File: src/rtl/cpu_types_pkg.sv
// Shared CPU datapath types: writeback result select and default widths.
package cpu_types_pkg;

  localparam int DATA_W_DEF = 32;
  localparam int REG_AW_DEF = 5;

  typedef enum logic [1:0] {
    WB_ALU  = 2'd0,
    WB_LOAD = 2'd1,
    WB_LUI  = 2'd2,
    WB_LINK = 2'd3
  } wb_sel_t;

endpackage

File: src/rtl/writeback_stage_fwd_if.sv
// MEM->WB instruction bus, register-file write port and forwarding lookups.
interface writeback_stage_fwd_if
  import cpu_types_pkg::*;
#(
  parameter int DATA_W = DATA_W_DEF,
  parameter int REG_AW = REG_AW_DEF,
  parameter int NUM_RD = 2
);
  logic                     in_valid;
  logic                     in_wen;
  logic [1:0]               in_wsel;
  logic [REG_AW-1:0]        in_rd;
  logic [DATA_W-1:0]        in_alu;
  logic [DATA_W-1:0]        in_dload;
  logic [DATA_W-1:0]        in_imm;
  logic [DATA_W-1:0]        in_npc;
  logic                     in_halt;
  logic                     rf_wen;
  logic [REG_AW-1:0]        rf_wsel;
  logic [DATA_W-1:0]        rf_wdat;
  logic [NUM_RD*REG_AW-1:0] fwd_addr;
  logic [NUM_RD-1:0]        fwd_hit;
  logic [NUM_RD*DATA_W-1:0] fwd_data;

  modport master (
    output in_valid, in_wen, in_wsel, in_rd, in_alu, in_dload, in_imm, in_npc, in_halt,
    output fwd_addr,
    input  rf_wen, rf_wsel, rf_wdat, fwd_hit, fwd_data
  );

  modport slave (
    input  in_valid, in_wen, in_wsel, in_rd, in_alu, in_dload, in_imm, in_npc, in_halt,
    input  fwd_addr,
    output rf_wen, rf_wsel, rf_wdat, fwd_hit, fwd_data
  );
endinterface

File: src/rtl/writeback_stage_fwd_history.sv
// Circular history of committed writes with NUM_RD combinational lookups;
// newest match wins, the in-flight write outranks the whole history.
module fwd_history #(
  parameter int DATA_W = 32,
  parameter int REG_AW = 5,
  parameter int DEPTH  = 4,
  parameter int NUM_RD = 2
) (
  input  logic                     clk,
  input  logic                     rst,
  input  logic                     wr_en,
  input  logic [REG_AW-1:0]        wr_rd,
  input  logic [DATA_W-1:0]        wr_dat,
  input  logic [NUM_RD*REG_AW-1:0] lk_addr,
  output logic [NUM_RD-1:0]        lk_hit,
  output logic [NUM_RD*DATA_W-1:0] lk_dat
);
  localparam int PTR_W = (DEPTH > 1) ? $clog2(DEPTH) : 1;

  logic [REG_AW-1:0] ent_rd  [DEPTH];
  logic [DATA_W-1:0] ent_dat [DEPTH];
  logic [DEPTH-1:0]  ent_vld;
  logic [PTR_W-1:0]  wptr;

  always_ff @(posedge clk) begin
    if (rst) begin
      ent_vld <= '0;
      wptr    <= '0;
    end else if (wr_en) begin
      ent_rd[wptr]  <= wr_rd;
      ent_dat[wptr] <= wr_dat;
      ent_vld[wptr] <= 1'b1;
      wptr          <= (int'(wptr) == DEPTH - 1) ? '0 : wptr + 1'b1;
    end
  end

  logic [REG_AW-1:0] addr;
  logic [PTR_W-1:0]  idx;

  always_comb begin
    lk_hit = '0;
    lk_dat = '0;
    addr   = '0;
    idx    = '0;
    for (int p = 0; p < NUM_RD; p++) begin
      addr = lk_addr[p*REG_AW +: REG_AW];
      // Walk oldest to newest so later matches overwrite earlier ones.
      for (int k = 0; k < DEPTH; k++) begin
        idx = PTR_W'((int'(wptr) + k) % DEPTH);
        if (ent_vld[idx] && ent_rd[idx] == addr) begin
          lk_hit[p]                  = 1'b1;
          lk_dat[p*DATA_W +: DATA_W] = ent_dat[idx];
        end
      end
      if (wr_en && wr_rd == addr) begin
        lk_hit[p]                  = 1'b1;
        lk_dat[p*DATA_W +: DATA_W] = wr_dat;
      end
      if (addr == '0) begin
        lk_hit[p]                  = 1'b0;
        lk_dat[p*DATA_W +: DATA_W] = '0;
      end
    end
  end

endmodule

File: src/rtl/writeback_stage_fwd.sv
// MEM/WB register, result mux, sticky halt and retire counter; rf_* valid one
// cycle after capture. stall/flush/halt load a bubble; upstream holds its own latch.
module writeback_stage_fwd
  import cpu_types_pkg::*;
#(
  parameter int DATA_W    = DATA_W_DEF,
  parameter int REG_AW    = REG_AW_DEF,
  parameter int FWD_DEPTH = 4,
  parameter int NUM_RD    = 2,
  parameter int CNT_W     = 32
) (
  input  logic               CLK,
  input  logic               RST,
  input  logic               stall,
  input  logic               flush,
  writeback_stage_fwd_if.slave bus,
  output logic               halt,
  output logic [CNT_W-1:0]   retired
);
  logic              v_q;
  logic              wen_q;
  logic              halt_q;
  logic              halt_sticky;
  wb_sel_t           wsel_q;
  logic [REG_AW-1:0] rd_q;
  logic [DATA_W-1:0] alu_q;
  logic [DATA_W-1:0] dload_q;
  logic [DATA_W-1:0] imm_q;
  logic [DATA_W-1:0] npc_q;

  logic              wr_en;
  logic [DATA_W-1:0] wb_val;

  assign halt = halt_sticky | (v_q & halt_q);

  always_ff @(posedge CLK) begin
    if (RST) begin
      v_q         <= 1'b0;
      wen_q       <= 1'b0;
      halt_q      <= 1'b0;
      halt_sticky <= 1'b0;
      wsel_q      <= WB_ALU;
      rd_q        <= '0;
      alu_q       <= '0;
      dload_q     <= '0;
      imm_q       <= '0;
      npc_q       <= '0;
      retired     <= '0;
    end else begin
      if (v_q) retired <= retired + 1'b1;
      if (v_q && halt_q) halt_sticky <= 1'b1;
      if (stall || flush || halt) begin
        v_q <= 1'b0;
      end else begin
        v_q     <= bus.in_valid;
        wen_q   <= bus.in_wen;
        halt_q  <= bus.in_halt;
        wsel_q  <= wb_sel_t'(bus.in_wsel);
        rd_q    <= bus.in_rd;
        alu_q   <= bus.in_alu;
        dload_q <= bus.in_dload;
        imm_q   <= bus.in_imm;
        npc_q   <= bus.in_npc;
      end
    end
  end

  always_comb begin
    wb_val = alu_q;
    case (wsel_q)
      WB_ALU:  wb_val = alu_q;
      WB_LOAD: wb_val = dload_q;
      WB_LUI:  wb_val = imm_q;
      WB_LINK: wb_val = npc_q;
      default: wb_val = alu_q;
    endcase
  end

  // HALT never writes, and r0 writes are dropped so r0 reads stay zero.
  assign wr_en       = v_q & wen_q & ~halt_q & (rd_q != '0);
  assign bus.rf_wen  = wr_en;
  assign bus.rf_wsel = wr_en ? rd_q : '0;
  assign bus.rf_wdat = wr_en ? wb_val : '0;

  fwd_history #(
    .DATA_W (DATA_W),
    .REG_AW (REG_AW),
    .DEPTH  (FWD_DEPTH),
    .NUM_RD (NUM_RD)
  ) u_hist (
    .clk     (CLK),
    .rst     (RST),
    .wr_en   (wr_en),
    .wr_rd   (rd_q),
    .wr_dat  (wb_val),
    .lk_addr (bus.fwd_addr),
    .lk_hit  (bus.fwd_hit),
    .lk_dat  (bus.fwd_data)
  );

endmodule

File: src/flat_wrapper.sv
// flat-port wrapper written by rule: the top's interface ports become plain ports
module writeback_stage_fwd_flat import cpu_types_pkg::*;
#(
  parameter int DATA_W    = DATA_W_DEF,
  parameter int REG_AW    = REG_AW_DEF,
  parameter int FWD_DEPTH = 4,
  parameter int NUM_RD    = 2,
  parameter int CNT_W     = 32
)
  (CLK, RST, stall, flush, halt, retired, bus_in_valid, bus_in_wen, bus_in_wsel, bus_in_rd, bus_in_alu, bus_in_dload, bus_in_imm, bus_in_npc, bus_in_halt, bus_fwd_addr, bus_rf_wen, bus_rf_wsel, bus_rf_wdat, bus_fwd_hit, bus_fwd_data);
  writeback_stage_fwd_if #(.DATA_W(DATA_W), .REG_AW(REG_AW), .NUM_RD(NUM_RD)) bus_i ();
  input  logic CLK;
  input  logic RST;
  input  logic stall;
  input  logic flush;
  output logic halt;
  output logic [CNT_W-1:0] retired;
  input wire logic [$bits(bus_i.in_valid)-1:0] bus_in_valid;
  input wire logic [$bits(bus_i.in_wen)-1:0] bus_in_wen;
  input wire logic [$bits(bus_i.in_wsel)-1:0] bus_in_wsel;
  input wire logic [$bits(bus_i.in_rd)-1:0] bus_in_rd;
  input wire logic [$bits(bus_i.in_alu)-1:0] bus_in_alu;
  input wire logic [$bits(bus_i.in_dload)-1:0] bus_in_dload;
  input wire logic [$bits(bus_i.in_imm)-1:0] bus_in_imm;
  input wire logic [$bits(bus_i.in_npc)-1:0] bus_in_npc;
  input wire logic [$bits(bus_i.in_halt)-1:0] bus_in_halt;
  input wire logic [$bits(bus_i.fwd_addr)-1:0] bus_fwd_addr;
  output wire logic [$bits(bus_i.rf_wen)-1:0] bus_rf_wen;
  output wire logic [$bits(bus_i.rf_wsel)-1:0] bus_rf_wsel;
  output wire logic [$bits(bus_i.rf_wdat)-1:0] bus_rf_wdat;
  output wire logic [$bits(bus_i.fwd_hit)-1:0] bus_fwd_hit;
  output wire logic [$bits(bus_i.fwd_data)-1:0] bus_fwd_data;
  assign bus_i.in_valid = bus_in_valid;
  assign bus_i.in_wen = bus_in_wen;
  assign bus_i.in_wsel = bus_in_wsel;
  assign bus_i.in_rd = bus_in_rd;
  assign bus_i.in_alu = bus_in_alu;
  assign bus_i.in_dload = bus_in_dload;
  assign bus_i.in_imm = bus_in_imm;
  assign bus_i.in_npc = bus_in_npc;
  assign bus_i.in_halt = bus_in_halt;
  assign bus_i.fwd_addr = bus_fwd_addr;
  assign bus_rf_wen = bus_i.rf_wen;
  assign bus_rf_wsel = bus_i.rf_wsel;
  assign bus_rf_wdat = bus_i.rf_wdat;
  assign bus_fwd_hit = bus_i.fwd_hit;
  assign bus_fwd_data = bus_i.fwd_data;
  writeback_stage_fwd #(.DATA_W(DATA_W), .REG_AW(REG_AW), .FWD_DEPTH(FWD_DEPTH), .NUM_RD(NUM_RD), .CNT_W(CNT_W)) u_core (.CLK(CLK), .RST(RST), .stall(stall), .flush(flush), .bus(bus_i), .halt(halt), .retired(retired));
endmodule
File: config.mk
export PLATFORM = sky130hd
export DESIGN_NAME = writeback_stage_fwd_flat
export DESIGN_NICKNAME = d
export VERILOG_FILES = /design/src/rtl/cpu_types_pkg.sv /design/src/rtl/writeback_stage_fwd_if.sv /design/src/rtl/writeback_stage_fwd_history.sv /design/src/rtl/writeback_stage_fwd.sv /design/src/flat_wrapper.sv
export SDC_FILE = /design/constraint.sdc
export NUM_CORES = 1
export LEC_CHECK = 0
export CORE_MARGIN = 5
export CORE_UTILIZATION = 50
export CTS_CLUSTER_DIAMETER = 30
export DETAILED_ROUTE_END_ITERATION = 8
export GPL_TIMING_DRIVEN = 0
export PLACE_DENSITY = 0.77
export SYNTH_ARGS = -nofsm -noshare
export SYNTH_HDL_FRONTEND = slang
export SYNTH_HIERARCHICAL = 1
export SYNTH_SLANG_ARGS = --single-unit
File: constraint.sdc
create_clock -name CLK -period 4.18 [get_ports CLK]
set_clock_uncertainty 0.2 [all_clocks]
set_input_delay 0.418 -clock CLK [delete_from_list [all_inputs] [get_ports CLK]]
set_output_delay 0.418 -clock CLK [all_outputs]
set_load 0.02 [all_outputs]
[After elaboration in Yosys (flattened, before gate mapping)]
Memories as Yosys holds them, arrays and structs flattened. A register that Yosys moved wholly into a read port is not among the register bits.
Index checks and enable logic that the tools add are counted.
Word-level totals
  input port bits: 152
  memory bits (read-only): 0
  memory bits (writable): 148
  logic and storage cells: 110
  latch bits: 0
  register bits after elaboration: 177
  output and inout port bits: 137
  memories kept: 2
Memory list
  u_core.u_hist.ent_dat: depth 4, bits a word 32, rd ports 4, clocked after Yosys merged registers in 1, wr ports 1, RTL line writeback_stage_fwd_history.sv:21  | logic [DATA_W-1:0] ent_dat [DEPTH];
  u_core.u_hist.ent_rd: depth 4, bits a word 5, rd ports 4, clocked after Yosys merged registers in 1, wr ports 1, RTL line writeback_stage_fwd_history.sv:20  | logic [REG_AW-1:0] ent_rd [DEPTH];
Operators by class
  $mul: 0
  shifts and indexed selects: 0
  magnitude comparators: 5
  equality and inequality tests: 14
  divide/modulo/power cells: 0
  $add $sub $neg: 5
  bitwise logic cells: 7
  reductions and logical operators: 19
  multiplexer cells: 45
Operator list (count)
  $mux W32: 13
  $pmux W32 S4: 1
  $eq A5 B5 Y1: 10
  $add A32 B1 Y32 const B: 1
  $mux W1: 20
  $logic_and A1 B1 Y1: 12
  $lt A2 B3 Y1 const B: 4
  $logic_not A5 Y1: 2
  $mux W2: 5
  $bmux W1 S2: 4
  $mux W5: 1
  $reduce_bool A5 Y1: 1
  $add A2 B1 Y2 const B: 2
  $add A2 B2 Y2 const B: 2
  $and A1 B1 Y1: 4
  $eq A2 B1 Y1 const B: 2
  $eq A2 B2 Y1 const B: 2
  $or A4 B4 Y4: 1
  $demux W1 S2: 1
  $ge A2 B1 Y1 const B: 1
  $logic_not A2 Y1: 1
  $logic_or A1 B1 Y1: 2
  $reduce_or A2 Y1: 1
  $not A1 Y1: 1
  $or A1 B1 Y1: 1

[Depth between registers and ports, before layout]
  depth in word-level cells: 9
  mapped depth: 18
  mapped depth without buffers: 9

[By module]
Netlist, hierarchy kept.
By module, submodules not included
  fwd_history: cells an instance 1055, area an instance 12036.5 sq um, instances 1
  writeback_stage_fwd: cells an instance 857, area an instance 7337.0 sq um, instances 1

[Least setup slack after synthesis]
Ideal clock, no wire load.
  kind: flip-flop to output port
  start point: register u_core.u_hist.wptr[1]
  end point: output port bus_fwd_data[5]
  arrival time: 4.170 ns
  setup slack: -0.608 ns
  path buffers: 6
  cell stages (with the launch flop): 16
  path through: dfxtp_1 buf_2 buf_1 clkbuf_1 inv_1 ha_1 buf_4 mux4_2 xnor2_1 nand3_1 or2_2 clkbuf_1 clkbuf_1 o221ai_1 a31oi_1 nor3_1
On the way
  word-level cells in the longest chain between the ends: 9
  elaborated cells on any way between the ends: 26
  classes of those cells: add/sub: 3; eq/ne: 3; mux: 14; reduce/logical: 4; memory: 2
RTL lines
  start: declaration: RTL line writeback_stage_fwd_history.sv:23  | logic [PTR_W-1:0] wptr;
  start signal: assignment: RTL line writeback_stage_fwd_history.sv:33  | wptr <= (int'(wptr) == DEPTH - 1) ? '0 : wptr + 1'b1;
  $add A2 B1 Y2 or $bmux W1 S2 (tied branches): RTL line writeback_stage_fwd_history.sv:49, writeback_stage_fwd_history.sv:50
  $mem_v2 Z4 W5 (tied with other cells)
  $eq A5 B5 Y1 (tied with other cells): RTL line writeback_stage_fwd_history.sv:50  | if (ent_vld[idx] && ent_rd[idx] == addr) begin
  $logic_and A1 B1 Y1 or $mux W32 (tied branches): RTL line writeback_stage_fwd_history.sv:50
  $mux W32 (2 in series): RTL line writeback_stage_fwd_history.sv:50
  $mux W32 *: RTL line writeback_stage_fwd_history.sv:50
  $mux W32 *: RTL line writeback_stage_fwd_history.sv:55  | if (wr_en && wr_rd == addr) begin
  $mux W32 *: RTL line writeback_stage_fwd_history.sv:59  | if (addr == '0) begin
  end: declaration: RTL line flat_wrapper.sv:32  | output wire logic [$bits(bus_i.fwd_data)-1:0] bus_fwd_data;
Every way passes the cells marked *; elsewhere a longest branch is shown, timed or not. The select of a mux whose other input is x is not followed.

[Worst setup path in the final report]
  start point: register u_core.u_hist.wptr[0]
  end point: output port bus_fwd_data[43]
Same word-level chain as after synthesis.

==> impl_metrics.env <==
export IMPL_grt_max_degree=24
export IMPL_ys_flop_type="dfxtp_1"
export IMPL_cts_made_buffers=54
export IMPL_dp_hpwl_mm=55.3
export IMPL_critical_path_class="flop to output port"
export IMPL_start_util_pct=50.4
export IMPL_outcome="finished with violations"
export IMPL_syn_num_nets=2069
export IMPL_p_per_area_mw_per_mm2=318
export IMPL_power_leakage_nw=9.17
export IMPL_setup_viol=66
export IMPL_detail_route_wl_per_cell_um=27.5
export IMPL_dpl_worst_slack_ns=-1.96
export IMPL_design_area_mm2=0.0268
export IMPL_vdd_drop_max_uv=308
export IMPL_drt_pass1_iter_count=7
export IMPL_grt_first_pass_wirelength_mm=113
export IMPL_ant_nets=0
export IMPL_clock_sinks=327
export IMPL_cts_buffer_depth=3
export IMPL_overflow=0
export IMPL_maxSlewViolCount=0
export IMPL_clock_latency_ns=0.59
export IMPL_max_freq_mhz=202
export IMPL_netlist_area_mm2=0.0194
export IMPL_dieArea_mm2=0.0428
export IMPL_pin_count=289
export IMPL_ys_seq_area_share_pct=41.4
export IMPL_multi_input_area_mm2=0.0115
export IMPL_tightest_slew_ns=1.18
export IMPL_grt_pass1_vias=19000
export IMPL_vias_per_cell=6.63
export IMPL_setup_slack_ns=-0.769
export IMPL_yosys_warnings=6
export IMPL_max_cap_violations=0
export IMPL_cts_hold_buf=0
export IMPL_hold_class="input port to flop"
export IMPL_cts_max_level=2
export IMPL_cts_clk_slew_worst_paths_ns=0.05
export IMPL_cts_root_buf="clkbuf_16"
export IMPL_chipWidth_um=207
export IMPL_gp_congestion=0.954
export IMPL_vias=19000
export IMPL_grt_setup_unrepaired="yes"
export IMPL_fin_nets=2463
export IMPL_io_buffers=279
export IMPL_hold_viol_final=0
export IMPL_drive_gt1_share_pct=29.1
export IMPL_min_period_over_period_pct=118
export IMPL_synth_avg_cell_area_um2=10.1
export IMPL_ys_ff_latch=327
export IMPL_slew_headroom_pct=21.1
export IMPL_syn_to_final_growth_pct=38.5
export IMPL_endpoint_kind="output port"
export IMPL_cts_tree="done"
export IMPL_seq_area_mm2=0.00804
export IMPL_antenna_found_initial=4
export IMPL_fin_hold_ws_ns=0.181
export IMPL_cp_arrival_ns=4.33
export IMPL_drc=0
export IMPL_fillers=2775
export IMPL_core_mm2=0.0385
export IMPL_min_period_ns=4.95
export IMPL_placedInstanceArea_mm2=0.0232
export IMPL_required_ns=3.56
export IMPL_async_reset_ff_share_pct=0
export IMPL_totalWireLength_mm=78.9
export IMPL_grtUsageTotal_pct=34.8
export IMPL_violations="negative setup slack"
export IMPL_synth_edf_count=148
export IMPL_synth_cell_types=59
export IMPL_fp_dieH_um=207
export IMPL_start_kind="flop"
export IMPL_syn_inst=1912
export IMPL_path_max_fanout=5
export IMPL_drt_iter0_drc=2338
export IMPL_rows=72
[final timing paths]
path,from,end,slack [ns],cells past startpoint
worst min-delay path,bus_in_npc[14],u_core/npc_q[14]$_SDFFE_PP0N_,0.18,3
worst max-delay path,u_core/u_hist/wptr[0]$_SDFFE_PP0P_,bus_fwd_data[43],-0.77,18
worst max register to register,u_core/rd_q[1]$_SDFFE_PP0N_,u_core/u_hist/ent_dat[0][23]$_DFFE_PP_,0.91,6
worst min register to register,u_core/imm_q[3]$_SDFFE_PP0N_,u_core/imm_q[3]$_SDFFE_PP0N_,0.25,2
[sequential cells by signal (all words and copies together) (netlist names), 4 cells and up, named ones only]
name                   count
u_core/u_hist/ent_dat    128
u_core/alu_q              32
u_core/dload_q            32
u_core/imm_q              32
u_core/npc_q              32
u_core/retired            32
u_core/u_hist/ent_rd      20
u_core/rd_q                5
u_core/u_hist/ent_vld      4
[synth_stat cells (all sizes together), types with 19 or more instances]
library cell    n  area share, %
a21oi         185            4.8
a31oi          49            1.6
and2           43            1.4
buf            88            2.4
clkbuf        100            1.9
dfxtp         179             18
edfxtp        148             23
mux2           33            1.9
mux2i          35            1.8
mux4          152             18
nand2         420            8.2
nand4          30            1.2
nor2           56            1.1
nor3           19           0.72
o211ai         32            1.2
o21ai         102            2.6
o221ai         64            2.9
xnor2          26            1.2
xor2           37            1.7
[where the power goes]
group	total, mW	internal (mW)	leakage, nW	switching (mW)
combinational	0.607	0.267	5.41	0.340
sequential	3.45	3.41	2.85	0.0409
clock	4.47	2.85	0.912	1.62
total	8.52	6.52	9.17	2.00
[layout by cell type, fill, tap and decap left out, types with 12 or more instances in the layout]
cell type / synthesis / layout
nor3_2: 9 / 16
nor2_1: 56 / 49
o211ai_1: 32 / 32
o221ai_4: 0 / 14
mux2i_1: 35 / 35
clkbuf_2: 0 / 15
mux2_2: 33 / 33
nand3_1: 15 / 14
o22ai_1: 16 / 16
buf_12: 0 / 27
buf_4: 3 / 98
and2_1: 42 / 38
nand2_1: 419 / 418
or4_1: 13 / 13
o221ai_2: 0 / 43
a21oi_1: 185 / 174
mux4_2: 152 / 152
a31oi_1: 49 / 12
xor2_1: 37 / 34
clkdlybuf4s50_1: 0 / 213
a31oi_2: 0 / 37
nand4_1: 26 / 26
xnor2_1: 26 / 18
dfxtp_1: 179 / 177
edfxtp_1: 148 / 148
clkbuf_1: 100 / 75
buf_2: 63 / 46
buf_6: 5 / 20
buf_1: 16 / 13
o21ai_1: 16 / 15
clkbuf_16: 0 / 63
o21ai_0: 86 / 84
[per-stage QoR]
step / TNS (ns) / std cells / utilization (%) / total power, mW
finish: -41.93 / 2870 / 69.8 / 8.52
detailed placement: -111.75 / 2713 / 60.3 / 4.05
CTS: -38.29 / 2840 / 67.1 / 8.50
floorplan: 0 / 1912 / - / 3.76
global route: -45.03 / 2869 / 69.8 / 8.73
global placement: -165.44 / 2709 / 60.1 / 4.04
[area by class of cell]
| cell class | instances | area share (%) |
|---|---|---|
| clock buffer | 64 | 5.48 |
| clock inverter | 37 | 1.53 |
| tap | 518 | 2.42 |
| buffer | 180 | 4.28 |
| multi-input combinational | 1390 | 43.0 |
| inverter | 7 | 0.126 |
| sequential | 327 | 29.9 |
| timing repair buffer | 346 | 13.2 |
| antenna | 1 | 0.00932 |
[cell families after synthesis]
group / count (synthesis) / synth area share, %
and+or+nand+nor: 631 / 14.8
AOI/OAI and AO/OA: 471 / 14.7
DFF: 327 / 41.4
muxes: 220 / 21.4
buffers and inverters: 195 / 4.49
xor gates and xnor gates: 63 / 2.85
adders and majority gates: 5 / 0.323
[repair_timing]
action / 4_1_cts / 5_1_grt
gates cloned: 7 / 5
setup endpoints to repair: 68 / 66
setup buffers: 25 / 27
gates resized for setup: 452 / 145
pin swaps: 58 / 128
[critical path: stages (launching register included)]
cell,delay (ns)
dfxtp_4,0.36
buf_12,0.10
buf_12,0.10
clkinvlp_4,0.19
ha_4,0.36
buf_12,0.12
mux4_2,0.55
xnor2_2,0.17
buf_4,0.16
nand4_1,0.15
o311ai_4,0.12
buf_6,0.17
buf_12,0.13
buf_12,0.12
buf_8,0.13
o221ai_2,0.12
o211ai_1,0.12
a31oi_2,0.36
buf_4,0.21
[routing by layer]
| layer | up-vias | track usage, % | wire length, um |
|---|---|---|---|
| met4 | 2 | 16.1 | 4250 |
| met1 | 9202 | 42.0 | 27000 |
| met5 | - | 0 | 13 |
| met3 | 330 | 10.0 | 10200 |
| met2 | 1492 | 58.0 | 37500 |
| li1 | 8008 | - | - |
Power figures use the tool's default switching activity.
